$ cat src/rtl/product_accumulator_16.sv
// product_accumulator_16: multiply-accumulate stage behind the 8x8 array
// multiplier. It sums N_TERMS unsigned products into a saturating ACC_W-bit
// result and presents that result under a valid/ready handshake.
//
// state | meaning
// ------+--------------------------------------------------------------
// ACC   | collecting products; in_ready high unless clear is asserted
// HOLD  | completed result on acc_out/overflow, waiting for out_ready
module product_accumulator_16 #(
    parameter int PROD_W  = 16,
    parameter int ACC_W   = 24,
    parameter int N_TERMS = 4
) (
    input  logic              clk,
    input  logic              rst,
    input  logic              in_valid,
    output logic              in_ready,
    input  logic [PROD_W-1:0] product,
    input  logic              clear,
    output logic              out_valid,
    input  logic              out_ready,
    output logic [ACC_W-1:0]  acc_out,
    output logic              overflow
);

    localparam int CNT_W = (N_TERMS > 1) ? $clog2(N_TERMS) : 1;
    localparam int SUM_W = ACC_W + 1;

    typedef enum logic {
        S_ACC  = 1'b0,
        S_HOLD = 1'b1
    } state_t;

    state_t             state_q, state_d;
    logic [ACC_W-1:0]   acc_q, acc_d;
    logic [CNT_W-1:0]   count_q, count_d;
    logic               sticky_q, sticky_d;
    logic [ACC_W-1:0]   acc_out_q, acc_out_d;
    logic               ovf_q, ovf_d;
    logic               out_valid_q, out_valid_d;

    logic               accept;
    logic               last_beat;
    logic [SUM_W-1:0]   sum;
    logic               sat_hit;
    logic [ACC_W-1:0]   sat_val;

    // Handshake and saturating adder. One extra bit on the sum is enough to
    // detect overflow because a single product never exceeds the ACC_W range.
    always_comb begin
        in_ready  = (state_q == S_ACC) && !clear;
        accept    = in_valid && in_ready;
        last_beat = (count_q == CNT_W'(N_TERMS - 1));
        sum       = SUM_W'(acc_q) + SUM_W'(product);
        sat_hit   = sum[ACC_W];
        sat_val   = sat_hit ? {ACC_W{1'b1}} : sum[ACC_W-1:0];
    end

    // Next-state and datapath update; clear overrides every state action.
    always_comb begin
        state_d     = state_q;
        acc_d       = acc_q;
        count_d     = count_q;
        sticky_d    = sticky_q;
        acc_out_d   = acc_out_q;
        ovf_d       = ovf_q;
        out_valid_d = out_valid_q;
        if (clear) begin
            state_d     = S_ACC;
            acc_d       = '0;
            count_d     = '0;
            sticky_d    = 1'b0;
            out_valid_d = 1'b0;
            ovf_d       = 1'b0;
        end else begin
            case (state_q)
                S_ACC: begin
                    if (accept) begin
                        if (last_beat) begin
                            acc_out_d   = sat_val;
                            ovf_d       = sticky_q | sat_hit;
                            out_valid_d = 1'b1;
                            acc_d       = '0;
                            count_d     = '0;
                            sticky_d    = 1'b0;
                            state_d     = S_HOLD;
                        end else begin
                            acc_d    = sat_val;
                            count_d  = count_q + 1'b1;
                            sticky_d = sticky_q | sat_hit;
                        end
                    end
                end
                S_HOLD: begin
                    if (out_ready) begin
                        out_valid_d = 1'b0;
                        state_d     = S_ACC;
                    end
                end
                default: state_d = S_ACC;
            endcase
        end
    end

    // State and datapath registers; reset discards any partial sum.
    always_ff @(posedge clk or posedge rst) begin
        if (rst) begin
            state_q     <= S_ACC;
            acc_q       <= '0;
            count_q     <= '0;
            sticky_q    <= 1'b0;
            acc_out_q   <= '0;
            ovf_q       <= 1'b0;
            out_valid_q <= 1'b0;
        end else begin
            state_q     <= state_d;
            acc_q       <= acc_d;
            count_q     <= count_d;
            sticky_q    <= sticky_d;
            acc_out_q   <= acc_out_d;
            ovf_q       <= ovf_d;
            out_valid_q <= out_valid_d;
        end
    end

    assign out_valid = out_valid_q;
    assign acc_out   = acc_out_q;
    assign overflow  = ovf_q;

endmodule

$ cat config.mk
export PLATFORM = sky130hd
export DESIGN_NAME = product_accumulator_16
export DESIGN_NICKNAME = d
export VERILOG_FILES = /design/src/rtl/product_accumulator_16.sv
export SDC_FILE = /design/constraint.sdc
export NUM_CORES = 1
export LEC_CHECK = 0
export CAP_MARGIN = 20
export CORE_MARGIN = 2
export CORE_UTILIZATION = 55
export DETAILED_ROUTE_END_ITERATION = 8
export PLACE_DENSITY = 0.88
export SYNTH_ARGS = -nofsm -noshare
export SYNTH_HDL_FRONTEND = slang
export SYNTH_SLANG_ARGS = --single-unit
$ cat constraint.sdc
create_clock -name clk -period 2.77 [get_ports clk]
set_input_delay 0.6925 -clock clk [delete_from_list [all_inputs] [get_ports clk]]
set_output_delay 0.6925 -clock clk [all_outputs]
set_load 0.005 [all_outputs]
### Word-level counts from Yosys, hierarchy flattened

Index checks and enable logic that the tools add are counted.

| operators by class | value |
|---|---|
| $add $sub $neg | 2 |
| equal/unequal tests | 5 |
| muxes and demuxes | 27 |
| bitwise gates (word level) | 3 |
| reduce and logical (&&, ||, !) cells | 9 |

Operator list:

| operator | count |
|---|---|
| 24-bit 2-to-1 mux | 5 |
| 24-bit by 16-bit adder with 25-bit output | 1 |
| 1-bit 2-to-1 mux | 16 |
| 3-bit != test, second input constant | 3 |
| 2-bit 2-to-1 mux | 4 |
| 3-bit AND reduction | 2 |
| 1-bit case mux with 2 select lines | 2 |
| 4-bit AND reduction | 1 |
| 2-bit nonzero test | 2 |
| 2-bit by 1-bit adder with 2-bit output, second input constant | 1 |
| 2-bit == test, second input constant | 1 |
| 1-bit logical AND | 2 |
| 2-bit != test, second input constant | 1 |
| 1-bit NOT | 2 |
| 2-bit AND reduction | 1 |
| 1-bit zero test | 1 |
| 1-bit OR | 1 |

| storage, ports and cells | value |
|---|---|
| flip-flop bits (word level) | 54 |
| input bits | 21 |
| output and inout port bits | 27 |
| word-level logic and storage cells | 53 |

### Logic depth before layout (Yosys ltp)

| depth | value |
|---|---|
| depth after elaboration | 6 |
| gate-level depth with buffers | 9 |

### Worst setup path before layout

No wires, ideal clock.

| timing path | value |
|---|---|
| path type | input to register |
| start | input product[13] |
| end | register acc_out_q[15] (netlist: acc_out[15]) |
| arrival | 2.494 ns |
| data required time | 2.641 ns |
| path slack | 0.148 ns |
| stages on the path | 9 |
| cells stage by stage | ha_1 buf_2 a21oi_1 o21bai_1 a2111oi_4 a21boi_2 buf_6 nor4b_1 nor3_1 |

| on the way | value |
|---|---|
| word-level cells in the longest chain between the ends | 2 |

Ends and longest elaborated chain:

| element | RTL line | source |
|---|---|---|
| start: declaration | 18 | `input logic [PROD_W-1:0] product,` |
| 24-bit by 16-bit adder with 25-bit output | 54 | `sum = SUM_W'(acc_q) + SUM_W'(product);` |
| 24-bit 2-to-1 mux | 56 | `sat_val = sat_hit ? {ACC_W{1'b1}} : sum[ACC_W-1:0];` |
| end signal: assignment | 120 | `acc_out_q <= acc_out_d;` |
| end: declaration | 38 | `logic [ACC_W-1:0] acc_out_q, acc_out_d;` |

No other way between the ends.
A chain may end at the register's enable or synchronous reset.

### Final worst setup path

| timing path | value |
|---|---|
| start | input product[15] |
| end | register acc_out_q[4] (netlist: acc_out[4]) |

Same word-level chain as after synthesis.

==> results.yml <==
clock_tree:
  clk_path_buf_depth: 2
  cts_tree: "built"
  ctsRootBufferMaster: "clkbuf_8"
  postCtsHoldBufs: 0
  htreeDepth: 2
  clkTransAtPathRegs_ps: 110
  cts_buffers: 5
  clk_latency_ps: 320
  clock-sinks: 54
global_route:
  globalRouteMet2Util_pct: 53.4
  grt.met3_usage_pct: 6.26
  grt_use_total_pct: 32.2
  grtUsageMet1_pct: 39.5
  grt_overflow: 0
  grt-busiest-layer: "met2"
  grt_pass1_wl_mm: 18.1
  antenna_found_initial: 0
  grt_max_degree: 30
  grt_pass1_vias: 3795
timing:
  timing.fmax_ghz: 0.352
  setup_viol: 11
  finClkSkew_ps: 10.0
  whs_ps: 497
  layout_worst_path_cycle_share_pct: 103
  maxSlewViolCount: 0
  fin_setup_tns_ps: -403
  final.setup.worst_slack_ps: -70.2
  worstMarginPinSlew_ps: 706
  slew_headroom_pct: 53.0
  finalHoldViolations: 0
  period_needed_ps: 2840
drt:
  vias: 4131
  drtIter0Drc: 473
  ant_nets: 0
  vias_per_cell: 7.04
  drtPass1Iterations: 7
  wl_mm: 13.6
  wire_per_inst_um: 23.2
  drc: 0
yosys:
  synth_cells: 401
  synthFlopType: "dfrtp_1"
  ys_types: 59
  syn-cell-area_um2: 3420
  synth_area_per_cell_um2: 8.54
  synth_edf_count: 0
  synth_top_area_share_pct: 39.5
  ys_seq_elements: 54
  yosysWarnings: 0
  synth_seq_area_share_pct: 39.5
  synth.largest_area_cell: "dfrtp_1"
  async_flop_share_pct: 100
  synthTopCellsByArea: "dfrtp_1 39%, nand2_1 7.1%, ha_1 6.2%, o21ai_0 6.1%, a21oi_1 4.5%"
  synth_nets: 440
worst_setup_path:
  crit_required_ps: 2980
  reg2reg_from: "acc_q[0]"
  r2r_slack_ps: 150
  critical-path-max-stage-delay_ps: 500
  cp-start-kind: "input pin"
  crit_path_end_kind: "flop"
  path_cells: "clkdlybuf4s50_1 > ha_4 > nand2_1 > o21bai_1 > a211oi_2 > a21boi_4 > buf_8 > nor2_4 > o21ai_0"
  cp_max_fo: 5
  cp.arrival_ps: 3050
  startpoint: "product[15]"
  r2r_cells: 9
  slowest_stage: "clkdlybuf4s50_1"
  timing.rr.end: "acc_q[15]"
  critical_path_class: "in2reg"
job:
  max-cap-violations: 0
layout:
  layout-drive-gt1-share_pct: 27.4
  area_delta_synth_final_pct: 45.8
  mostFrequentLayoutCell: "buf_4"
  layout_common_cells: "71 x buf_4, 63 x nand2_1, 54 x dfrtp_1, 38 x o21ai_0, 32 x clkdlybuf4s50_1"
  fin_nets: 549
  design_area_um2: 4990
placed_design:
  pre_cts_ws_ps: -485
  hpwl_mm: 7.46
  place.port_buffers: 47
  gp_congestion: 0.938
  dpl_cell_area_um2: 4380
die:
  core_um2: 5960
  start_util_pct: 57.5
  rows: 28
  die_w_um: 82.9
  die-area_um2: 6870
  io_pins: 48
  die_y_um: 82.9
worst_hold_path:
  hold_depth: 2
  min_to: "acc_out[8]"
  hold_path_class: "reg2reg"
  min_from: "acc_out[8]"
outcome:
  status: "finished with violations"
  violations: "setup timing"
pwr:
  p_int_w: 0.00164
  power.density_nw_per_um2: 526
  power.switching_w: 0.000982
  p_leak_nw: 2.16
  power_frac_comb_pct: 44.2
  pwr-share-clk_pct: 18.7
  ir_worst_vdd_mv: 0.302
  power_frac_seq_pct: 37.0
  p_sw_share_pct: 37.4
==> registers in the layout, summed over array words and instances (netlist names) <==
signal and flops:
state_q 1, overflow 1, acc_q 24, sticky_q 1, count_q 2, out_valid 1
acc_out 24
==> routing by layer <==
metal | share of wire [%] | vias to the layer above
met5 | 0 | -
met4 | 7.7 | 0
met3 | 11 | 136
met2 | 47 | 383
met1 | 35 | 1924
li1 | - | 1688
==> cells in the mapped netlist (3+ instances only) <==
| cell type | number |
|---|---|
| a211oi_1 | 6 |
| a21boi_0 | 4 |
| a21o_1 | 7 |
| a21oi_1 | 31 |
| a31oi_1 | 3 |
| buf_2 | 6 |
| clkbuf_1 | 15 |
| dfrtp_1 | 54 |
| ha_1 | 17 |
| inv_1 | 8 |
| nand2_1 | 65 |
| nand3_1 | 9 |
| nand4_1 | 11 |
| nor2_1 | 31 |
| nor2b_1 | 3 |
| nor3_1 | 9 |
| o2111ai_1 | 3 |
| o211ai_1 | 7 |
| o21a_1 | 3 |
| o21ai_0 | 42 |
| o21ai_1 | 4 |
| o31ai_1 | 3 |
| or3_1 | 9 |
| xnor2_1 | 3 |
| xor2_1 | 4 |
==> cells by family (layout without fill, tap and decap cells) <==
group | count (synthesis) | count (layout) | share of synthesized area (%)
xor gates and xnor gates | 7 | 7 | 1.79
adders and majority gates | 18 | 18 | 6.80
and+or+nand+nor | 152 | 152 | 20.6
buffers and inverters | 30 | 139 | 3.73
muxes | 2 | 2 | 0.585
other | 0 | 1 | 0
DFF | 54 | 54 | 39.5
AOI/OAI and AO/OA | 138 | 139 | 27.0
==> power groups by stage <==
stage / sequential (W) / clock (W) / combinational [W]
after floorplan: 0.000959 / 0 / 0.000447
after global placement: 0.000962 / 0 / 0.000864
after detailed placement: 0.000967 / 0 / 0.000886
after CTS: 0.000957 / 0.000486 / 0.000948
after global routing: 0.000983 / 0.000520 / 0.00121
final: 0.000972 / 0.000491 / 0.00116
==> worst max path at each step <==
stage | endpoint | slack [ps] | depth (start not counted)
after global routing | acc_q[15] | -90 | 10
final | acc_out[4] | -70 | 9
after detailed placement | acc_out[23] | -480 | 9
after global placement | acc_q[19] | -390 | 10
after floorplan | acc_out[15] | 150 | 9
after CTS | acc_out[20] | 10 | 9
==> area by class of cell <==
| type | instances | area (um^2) |
|---|---|---|
| clock buffer | 5 | 68.8 |
| sequential | 54 | 1350 |
| clock inverter | 3 | 26.3 |
| inverter | 8 | 30.0 |
| antenna | 1 | 2.50 |
| multi-input combinational | 318 | 2300 |
| tap | 75 | 93.8 |
| fill | 313 | 962 |
| timing repair buffer | 123 | 1120 |
==> timing repair <==
item,in CTS,in global routing
pin swaps,15,24
gates cloned,0,2
setup buffers,9,4
setup endpoints to repair,45,50
gates resized for setup,23,62
==> critical path, delay by kind of cell <==
| kind | cells | cell delay, ps |
|---|---|---|
| buffers and inverters | 2 | 680 |
| adders and majority gates | 1 | 350 |
| AOI/OAI and AO/OA | 4 | 1180 |
| and+or+nand+nor | 2 | 150 |
==> through the flow <==
step | utilization [%] | power [W] | cells
2_1_floorplan | - | 0.00141 | 401
3_3_place_gp | 73.5 | 0.00183 | 564
3_5_place_dp | 73.5 | 0.00185 | 564
4_1_cts | 78.2 | 0.00239 | 581
5_1_grt | 83.8 | 0.00271 | 586
6_report | 83.8 | 0.00262 | 587
No activity file was read; power rests on OpenSTA's default activity.
